--- src/rtl/popcnt_pattern_gen_pkg.sv ---
// Shared types and helpers for the constant-popcount word generator.
// Optional self-check is enabled by defining POPCNT_PATTERN_GEN_SELFCHK_EN.
package popcnt_pattern_gen_pkg;

    localparam int MAX_W = 32;

    typedef enum logic {
        IDLE,
        RUN
    } state_e;

    function automatic int cnt_width(input int w);
        return $clog2(w) + 1;
    endfunction

    // Helpers work in MAX_W+1 bits so k == 32 still yields a well-formed mask.
    function automatic logic [MAX_W:0] first_word(input logic [5:0] k, input int unsigned w);
        logic [MAX_W:0] ones_k;
        logic [MAX_W:0] ones_w;
        ones_k = (33'd1 << k) - 33'd1;
        ones_w = (33'd1 << w) - 33'd1;
        return ones_k & ones_w;
    endfunction

    function automatic logic [MAX_W:0] last_word(input logic [5:0] k, input int unsigned w);
        return first_word(k, w) << (w - 32'(k));
    endfunction

    function automatic logic [5:0] ctz(input logic [MAX_W:0] x);
        logic [5:0] r;
        logic       found;
        r     = '0;
        found = 1'b0;
        for (int unsigned i = 0; i <= MAX_W; i++) begin
            if (!found && x[i]) begin
                r     = 6'(i);
                found = 1'b1;
            end
        end
        return r;
    endfunction

    function automatic logic [5:0] popcount(input logic [MAX_W-1:0] x);
        logic [5:0] r;
        r = '0;
        for (int unsigned i = 0; i < MAX_W; i++) begin
            r = r + 6'(x[i]);
        end
        return r;
    endfunction

endpackage

--- src/rtl/popcnt_pattern_gen_next.sv ---
// Combinational Gosper step: next larger word with the same number of ones.
module popcnt_pattern_gen_next
    import popcnt_pattern_gen_pkg::*;
#(
    parameter int DATA_WIDTH = 4
) (
    input  logic [DATA_WIDTH-1:0] x_i,
    output logic [DATA_WIDTH-1:0] next_o
);

    logic [DATA_WIDTH:0] xe;
    logic [DATA_WIDTH:0] c;
    logic [DATA_WIDTH:0] r;
    logic [DATA_WIDTH:0] t;

    // The divide by the lowest set bit becomes a right shift by its index.
    always_comb begin
        xe     = {1'b0, x_i};
        c      = xe & (-xe);
        r      = xe + c;
        t      = ((r ^ xe) >> 2) >> ctz(33'(c));
        next_o = DATA_WIDTH'(r | t);
    end

endmodule

--- src/rtl/popcnt_pattern_gen.sv ---
// Enumerates every DATA_WIDTH-bit word with exactly k ones over a valid/ready stream.
// Define POPCNT_PATTERN_GEN_SELFCHK_EN to add a popcount self-check with sticky chk_fail.
module popcnt_pattern_gen
    import popcnt_pattern_gen_pkg::*;
#(
    parameter int DATA_WIDTH = 4,
    localparam int CNT_WIDTH = cnt_width(DATA_WIDTH)
) (
    input  logic                  clk,
    input  logic                  rst_n,
    input  logic                  start,
    input  logic [CNT_WIDTH-1:0]  k,
    output logic                  busy,
    output logic                  out_valid,
    input  logic                  out_ready,
    output logic [DATA_WIDTH-1:0] data,
    output logic                  last,
    output logic                  err
);

    state_e                state_q;
    logic [CNT_WIDTH-1:0]  k_q;
    logic [DATA_WIDTH-1:0] data_q;
    logic [DATA_WIDTH-1:0] data_d;
    logic                  valid_q;
    logic                  busy_q;
    logic                  last_q;
    logic                  err_q;
`ifdef POPCNT_PATTERN_GEN_SELFCHK_EN
    logic                  chk_fail_q;
`endif

    logic [MAX_W:0] first_ext;
    logic [MAX_W:0] last_ext;
    logic           k_in_range;
    logic           first_is_last;
    logic           next_is_last;

    popcnt_pattern_gen_next #(
        .DATA_WIDTH(DATA_WIDTH)
    ) u_next (
        .x_i   (data_q),
        .next_o(data_d)
    );

    always_comb begin
        first_ext     = first_word(6'(k), DATA_WIDTH);
        last_ext      = last_word(6'(k_q), DATA_WIDTH);
        k_in_range    = 32'(k) <= DATA_WIDTH;
        first_is_last = (k == '0) || (32'(k) == DATA_WIDTH);
        next_is_last  = data_d == DATA_WIDTH'(last_ext);
    end

    always_ff @(posedge clk or negedge rst_n) begin
        if (!rst_n) begin
            state_q    <= IDLE;
            k_q        <= '0;
            data_q     <= '0;
            valid_q    <= 1'b0;
            busy_q     <= 1'b0;
            last_q     <= 1'b0;
            err_q      <= 1'b0;
`ifdef POPCNT_PATTERN_GEN_SELFCHK_EN
            chk_fail_q <= 1'b0;
`endif
        end else begin
            err_q <= 1'b0;
            case (state_q)
                IDLE: begin
                    if (start) begin
                        if (k_in_range) begin
                            state_q <= RUN;
                            k_q     <= k;
                            data_q  <= DATA_WIDTH'(first_ext);
                            last_q  <= first_is_last;
                            valid_q <= 1'b1;
                            busy_q  <= 1'b1;
                        end else begin
                            err_q <= 1'b1;
                        end
                    end
                end
                RUN: begin
                    if (valid_q && out_ready) begin
                        if (last_q) begin
                            state_q <= IDLE;
                            data_q  <= '0;
                            last_q  <= 1'b0;
                            valid_q <= 1'b0;
                            busy_q  <= 1'b0;
                        end else begin
                            data_q <= data_d;
                            last_q <= next_is_last;
                        end
                    end
                end
                default: state_q <= IDLE;
            endcase
`ifdef POPCNT_PATTERN_GEN_SELFCHK_EN
            if (valid_q && (popcount(32'(data_q)) != 6'(k_q))) begin
                err_q      <= 1'b1;
                chk_fail_q <= 1'b1;
            end
`endif
        end
    end

    assign busy      = busy_q;
    assign out_valid = valid_q;
    assign data      = data_q;
    assign last      = last_q;
    assign err       = err_q;

endmodule

--- config.mk ---
export PLATFORM = sky130hd
export DESIGN_NAME = popcnt_pattern_gen
export DESIGN_NICKNAME = d
export VERILOG_FILES = /design/src/rtl/popcnt_pattern_gen_pkg.sv /design/src/rtl/popcnt_pattern_gen_next.sv /design/src/rtl/popcnt_pattern_gen.sv
export SDC_FILE = /design/constraint.sdc
export NUM_CORES = 1
export LEC_CHECK = 0
export BUFFER_PORTS_ARGS = -buffer_cell sky130_fd_sc_hd__buf_2
export CAP_MARGIN = 20
export CORE_MARGIN = 4
export CORE_UTILIZATION = 40
export CTS_CLUSTER_DIAMETER = 30
export DETAILED_ROUTE_END_ITERATION = 12
export PLACE_DENSITY = 0.71
export SYNTH_ARGS = -nofsm -noshare
export SYNTH_HDL_FRONTEND = slang
export SYNTH_HIERARCHICAL = 1
export SYNTH_SLANG_ARGS = --single-unit
export TNS_END_PERCENT = 20
--- constraint.sdc ---
create_clock -name clk -period 4.4 [get_ports clk]
set_clock_uncertainty 0.2 [all_clocks]
set_input_delay 0.44 -clock clk [delete_from_list [all_inputs] [get_ports clk]]
set_output_delay 0.44 -clock clk [all_outputs]
set_load 0.005 [all_outputs]
Word level (Yosys, flattened, before mapping):

Cells that the tools add are included.

* reductions and logical operators: 14
* $add $sub $neg: 5
* mux-type cells: 31
* eq/ne operators: 6
* shift-type cells: 4
* magnitude comparators: 1
* bitwise operators: 4

Operators by type and width (number)
* 4-bit by 32-bit left shift with 4-bit output: 1
* 1-bit two-way mux: 20
* 6-bit two-way mux: 3
* 4-bit two-way mux: 4
* 4-bit one-hot mux with 2 select lines: 1
* 1-bit by 3-bit left shift with 4-bit output (first input constant): 2
* 4-bit by 1-bit subtractor with 4-bit output (second input constant): 2
* 1-bit one-hot mux with 2 select lines: 3
* 3-bit AND reduction: 2
* 3-bit by 6-bit right shift with 4-bit output: 1
* 4-bit by 5-bit adder with 5-bit output: 1
* 4-bit by 5-bit AND with 5-bit output: 1
* 1-bit logical AND: 5
* 4-bit negator with 5-bit output: 1
* 5-bit by 4-bit XOR with 5-bit output: 1
* 4-bit == test: 1
* 1-bit logical NOT: 4
* 2-bit by 1-bit inequality test with 1-bit output (second input constant): 2
* 2-bit inequality test (second input constant): 2
* 4-bit bitwise OR: 1
* 4-bit AND reduction: 1
* 3-bit by 3-bit subtractor with 4-bit output (first input constant): 1
* 3-bit == test (second input constant): 1
* 3-bit <= comparator (second input constant): 1
* other kinds (3): 3

* output and inout port bits: 8
* logic and storage cells: 71
* bits of input ports: 7
* flip-flop bits (word level): 11

Logic depth before layout (Yosys ltp):

* word-level depth: 21
* mapped depth: 11
* gate-level depth less buffers: 10

Modules after synthesis:

The synthesis kept the hierarchy.

Modules (own cells, without submodules)
* popcnt_pattern_gen: instances 1, cells each 115, area each 991.0 um2
* popcnt_pattern_gen_next: instances 1, cells each 14, area each 80.1 um2

Worst setup path after synthesis:

OpenSTA, ideal clock, no wires.

* path kind: flip-flop to flip-flop
* from: register k_q[0]
* to: register last_q (netlist: last)
* slack: 1653 ps
* arrival time: 2443 ps
* clock period less this slack: 2747 ps
* library setup time: 103 ps
* path buffers: 1
* data required time: 4097 ps
* cell stages (with the launch flop): 12
* cell sequence: dfrtp_1 buf_2 inv_1 ha_1 ha_1 inv_1 ha_1 nor2_1 a22oi_1 nor3b_1 or4_4 o41ai_2

* cells in the longest elaborated chain, start to end: 7
* elaborated cells on any way between the ends: 8

Ends and longest elaborated chain
* from (decl): RTL line popcnt_pattern_gen.sv:22 `logic [CNT_WIDTH-1:0] k_q;`
* from (signal assigned): RTL line popcnt_pattern_gen.sv:73 `k_q <= k;`
* 1-bit by 3-bit left shift with 4-bit output: RTL line popcnt_pattern_gen_pkg.sv:20 `ones_k = (33'd1 << k) - 33'd1;`
* 4-bit by 1-bit subtractor with 4-bit output: RTL line popcnt_pattern_gen_pkg.sv:20
* 4-bit by 32-bit left shift with 4-bit output (*): RTL line popcnt_pattern_gen_pkg.sv:26 `return first_word(k, w) << (w - 32'(k));`
* 4-bit == test (*): RTL line popcnt_pattern_gen.sv:51 `next_is_last = data_d == DATA_WIDTH'(last_ext);`
* 1-bit two-way mux (*): RTL line popcnt_pattern_gen.sv:85 `if (last_q) begin`
* 1-bit two-way mux (*): RTL line popcnt_pattern_gen.sv:84 `if (valid_q && out_ready) begin`
* 1-bit one-hot mux with 2 select lines (*): RTL line popcnt_pattern_gen.sv:68 `case (state_q)`
* to (signal assigned): RTL line popcnt_pattern_gen.sv:75 `last_q <= first_is_last;`
* to (signal assigned): RTL line popcnt_pattern_gen.sv:93 `last_q <= next_is_last;`
* to (decl): RTL line popcnt_pattern_gen.sv:27 `logic last_q;`

Mark *: on every way between the ends. The rest lies on a longest branch, timed or not. The select of a mux whose other input is x is not followed.
A chain may end at the register's enable or synchronous reset.

Worst setup path in the final report:

Same ends and word-level chain as after synthesis.

==> flow_summary.yaml <==
power:
  power_density_nw_per_um2: 804
  sw_frac_of_total: 0.487
  peakVddDrop_v: 0.000381
  pwr-share-comb: 0.685
  p_int_mw: 0.486
  p_leak_nw: 0.521
  power_switching_mw: 0.461
  p_clk_frac: 0.072
  seq_power_share: 0.243
worst_setup_path:
  max_stage_delay_ns: 0.59
  crit_slowest_cell: "dfrtp_1"
  start_kind: "register"
  crit_path_max_fanout: 14
  path_common_cell: "ha_1"
  cp_data_arrival_time_ns: 2.91
  required_ns: 4.36
  worstPathCellList: "inv_1 -> ha_1 -> ha_1 -> inv_1 -> ha_1 -> mux2_2 -> o32ai_1 -> a41oi_1 -> o41ai_2"
  r2r_slack_ns: 1.45
  worstSetupPathType: "reg -> reg"
  end_kind: "register"
global_routing:
  grt_max_degree: 15
  grt_overflow: 0
  track_usage: 0.136
  grt_pass1_wl_um: 3860
  grt_antenna_before_repair: 0
  grt_pass1_vias: 873
cts:
  htreeDepth: 1
  holdBufCountCts: 1
  clk_latency_ns: 0.26
  clock_sinks: 11
  cts-resized-gates: 0
  cts_made_buffers: 3
  clk_path_buf_depth: 2
  clk_pin_slew_worst_paths_ns: 0.07
  cts_tree: "yes"
  cts_setup_buffers: 0
  cts-root-buf: "clkbuf_4"
timing:
  fmax_mhz: 339
  fin_crit_ns: 2.95
  finalCritPeriodShare: 0.671
  worst_pin_slew_ns: 0.517
  rsz0062_at_grt: "no"
  hold_violations: 0
  timing.slew.headroom: 0.655
  slew_violations: 0
  setup_viol: 0
  tns_ns: 0
route:
  via_per_inst: 5.79
  drt_iter0_drc: 35
  wl_per_cell_um: 13.3
  detail_route.first_pass.iterations: 4
  drcViolationCount: 0
  ant_nets: 0
  route.vias.total: 996
  wl_um: 2280
finish:
  syn2layout_area_growth_pct: 9.93
  final_cells: 172
  diodes: 0
  drive_above_1_share: 0.204
  fin_nets: 157
min_path:
  hold_class: "in -> reg"
synth:
  postSynth.asyncResetShare: 1.00
  synth-seq-cells: 11
  syn_inst: 129
  synth.distinct_cells: 42
  syn-num-nets: 143
  synth_edf_count: 0
  ys.flop_type: "dfrtp_1"
  yosys_warnings: 6
  seq_area_frac_synth: 0.257
  avgSynthCellArea_um2: 8.30
  synthesis.area_um2: 1070
floorplanning:
  core_um2: 2520
  row_count: 18
  ios: 15
  die_h_um: 59.7
  die_w_um: 59.7
  die-area_um2: 3570
  start_util: 0.425
placed_design:
  dp.cells: 167
  dp_hpwl_um: 1810
  gp_congestion: 0.817
  numPortBuffers: 14
run:
  maxCapViolCount: 0
status:
  status: "finished clean"
[power by group through the flow]
stage | logic, mW | registers (mW) | clock network (mW)
finish | 0.649 | 0.230 | 0.0685
global route | 0.734 | 0.245 | 0.0758
CTS | 0.655 | 0.230 | 0.0699
detailed placement | 0.651 | 0.232 | 0
global placement | 0.633 | 0.228 | 0
floorplan | 0.557 | 0.195 | 0
[sequential cells by signal, summed over array words and instances (netlist names)]
signal   count
busy         1
data         4
err          1
k_q          3
last         1
state_q      1
[cell families (layout without fill, tap and decap cells)]
family | after synthesis | in the layout | synth area share
AOI/OAI and AO/OA | 36 | 36 | 0.232
DFF | 11 | 11 | 0.257
and+or+nand+nor | 51 | 51 | 0.264
adders and majority gates | 7 | 7 | 0.0818
buffers and inverters | 13 | 26 | 0.0596
xor gates and xnor gates | 4 | 4 | 0.0327
muxes | 7 | 7 | 0.0724
[cells in the mapped netlist, types with 3 or more instances]
cell	number	share of area
mux2_2	6	0.063
nand2_1	10	0.035
nand2b_1	5	0.029
inv_1	7	0.025
dfrtp_1	11	0.26
nor3b_1	4	0.028
o22ai_1	3	0.018
nor2_1	9	0.032
nand3_1	4	0.019
a21oi_1	8	0.037
nor2b_1	9	0.053
o21ai_0	11	0.051
ha_1	7	0.082
[final timing paths]
path                         from      end  cells after the start
max                        k_q[0]     last                      9
min                         start      err                      2
min reg2reg                  busy     busy                      2
max reg2reg                k_q[0]     last                      9
max in group asynchronous   rst_n   k_q[0]                      2
min in group asynchronous   rst_n  data[2]                      2
[cells in the final DEF (no fill, tap or decap), types with 2 or more instances in the layout]
cell type and instances:
buf_2 14, o21ai_0 11, dfrtp_1 11, nand2_1 10, nor2_1 9, nor2b_1 9
a21oi_1 8, inv_1 7, ha_1 7, mux2_2 6, nand2b_1 5, nor3b_1 4
nand3_1 4, o22ai_1 3, clkbuf_4 3, and3_1 2, xnor2_1 2, a211oi_2 2
a22oi_1 2, xor2_1 2
[layout make-up]
cell class              count  area, um^2
fillers                   257        1350
inverters                   7        26.3
repair buffers             15        80.1
clock buffers               4        26.3
well taps                  30        37.5
flip-flops and latches     11         275
multi-input cells         105         732
[critical path, delay by kind of cell, from the launching register on]
kind / cells / cell delay, ns
buffers and inverters: 2 / 0.24
adders and majority gates: 3 / 0.74
muxes: 1 / 0.27
DFF: 1 / 0.59
AOI/OAI and AO/OA: 3 / 0.82
[stage by stage]
stage / hold slack, ns / util / setup WS, ns / power, mW / cell area [um^2]
2_1_floorplan: -0.0556 / - / 1.65 / 0.752 / 1070
3_3_place_gp: 0.120 / 0.452 / 1.55 / 0.861 / 1140
3_5_place_dp: 0.126 / 0.452 / 1.46 / 0.883 / 1140
4_1_cts: 0.236 / 0.467 / 1.44 / 0.954 / 1180
5_1_grt: 0.237 / 0.467 / 1.22 / 1.05 / 1180
6_report: 0.236 / 0.467 / 1.45 / 0.947 / 1180
[per-layer routing]
metal  wire [um]  global-route usage  part of all wire  vias to the layer above
met1        1070               0.187              0.47                      476
met2        1140               0.228              0.50                       18
met5           0                   0                 0                        -
met4           6              0.0190            0.0026                        0
met3          60              0.0216             0.026                        3
li1            -                   -                 -                      499
No activity file was read; power rests on OpenSTA's default activity.
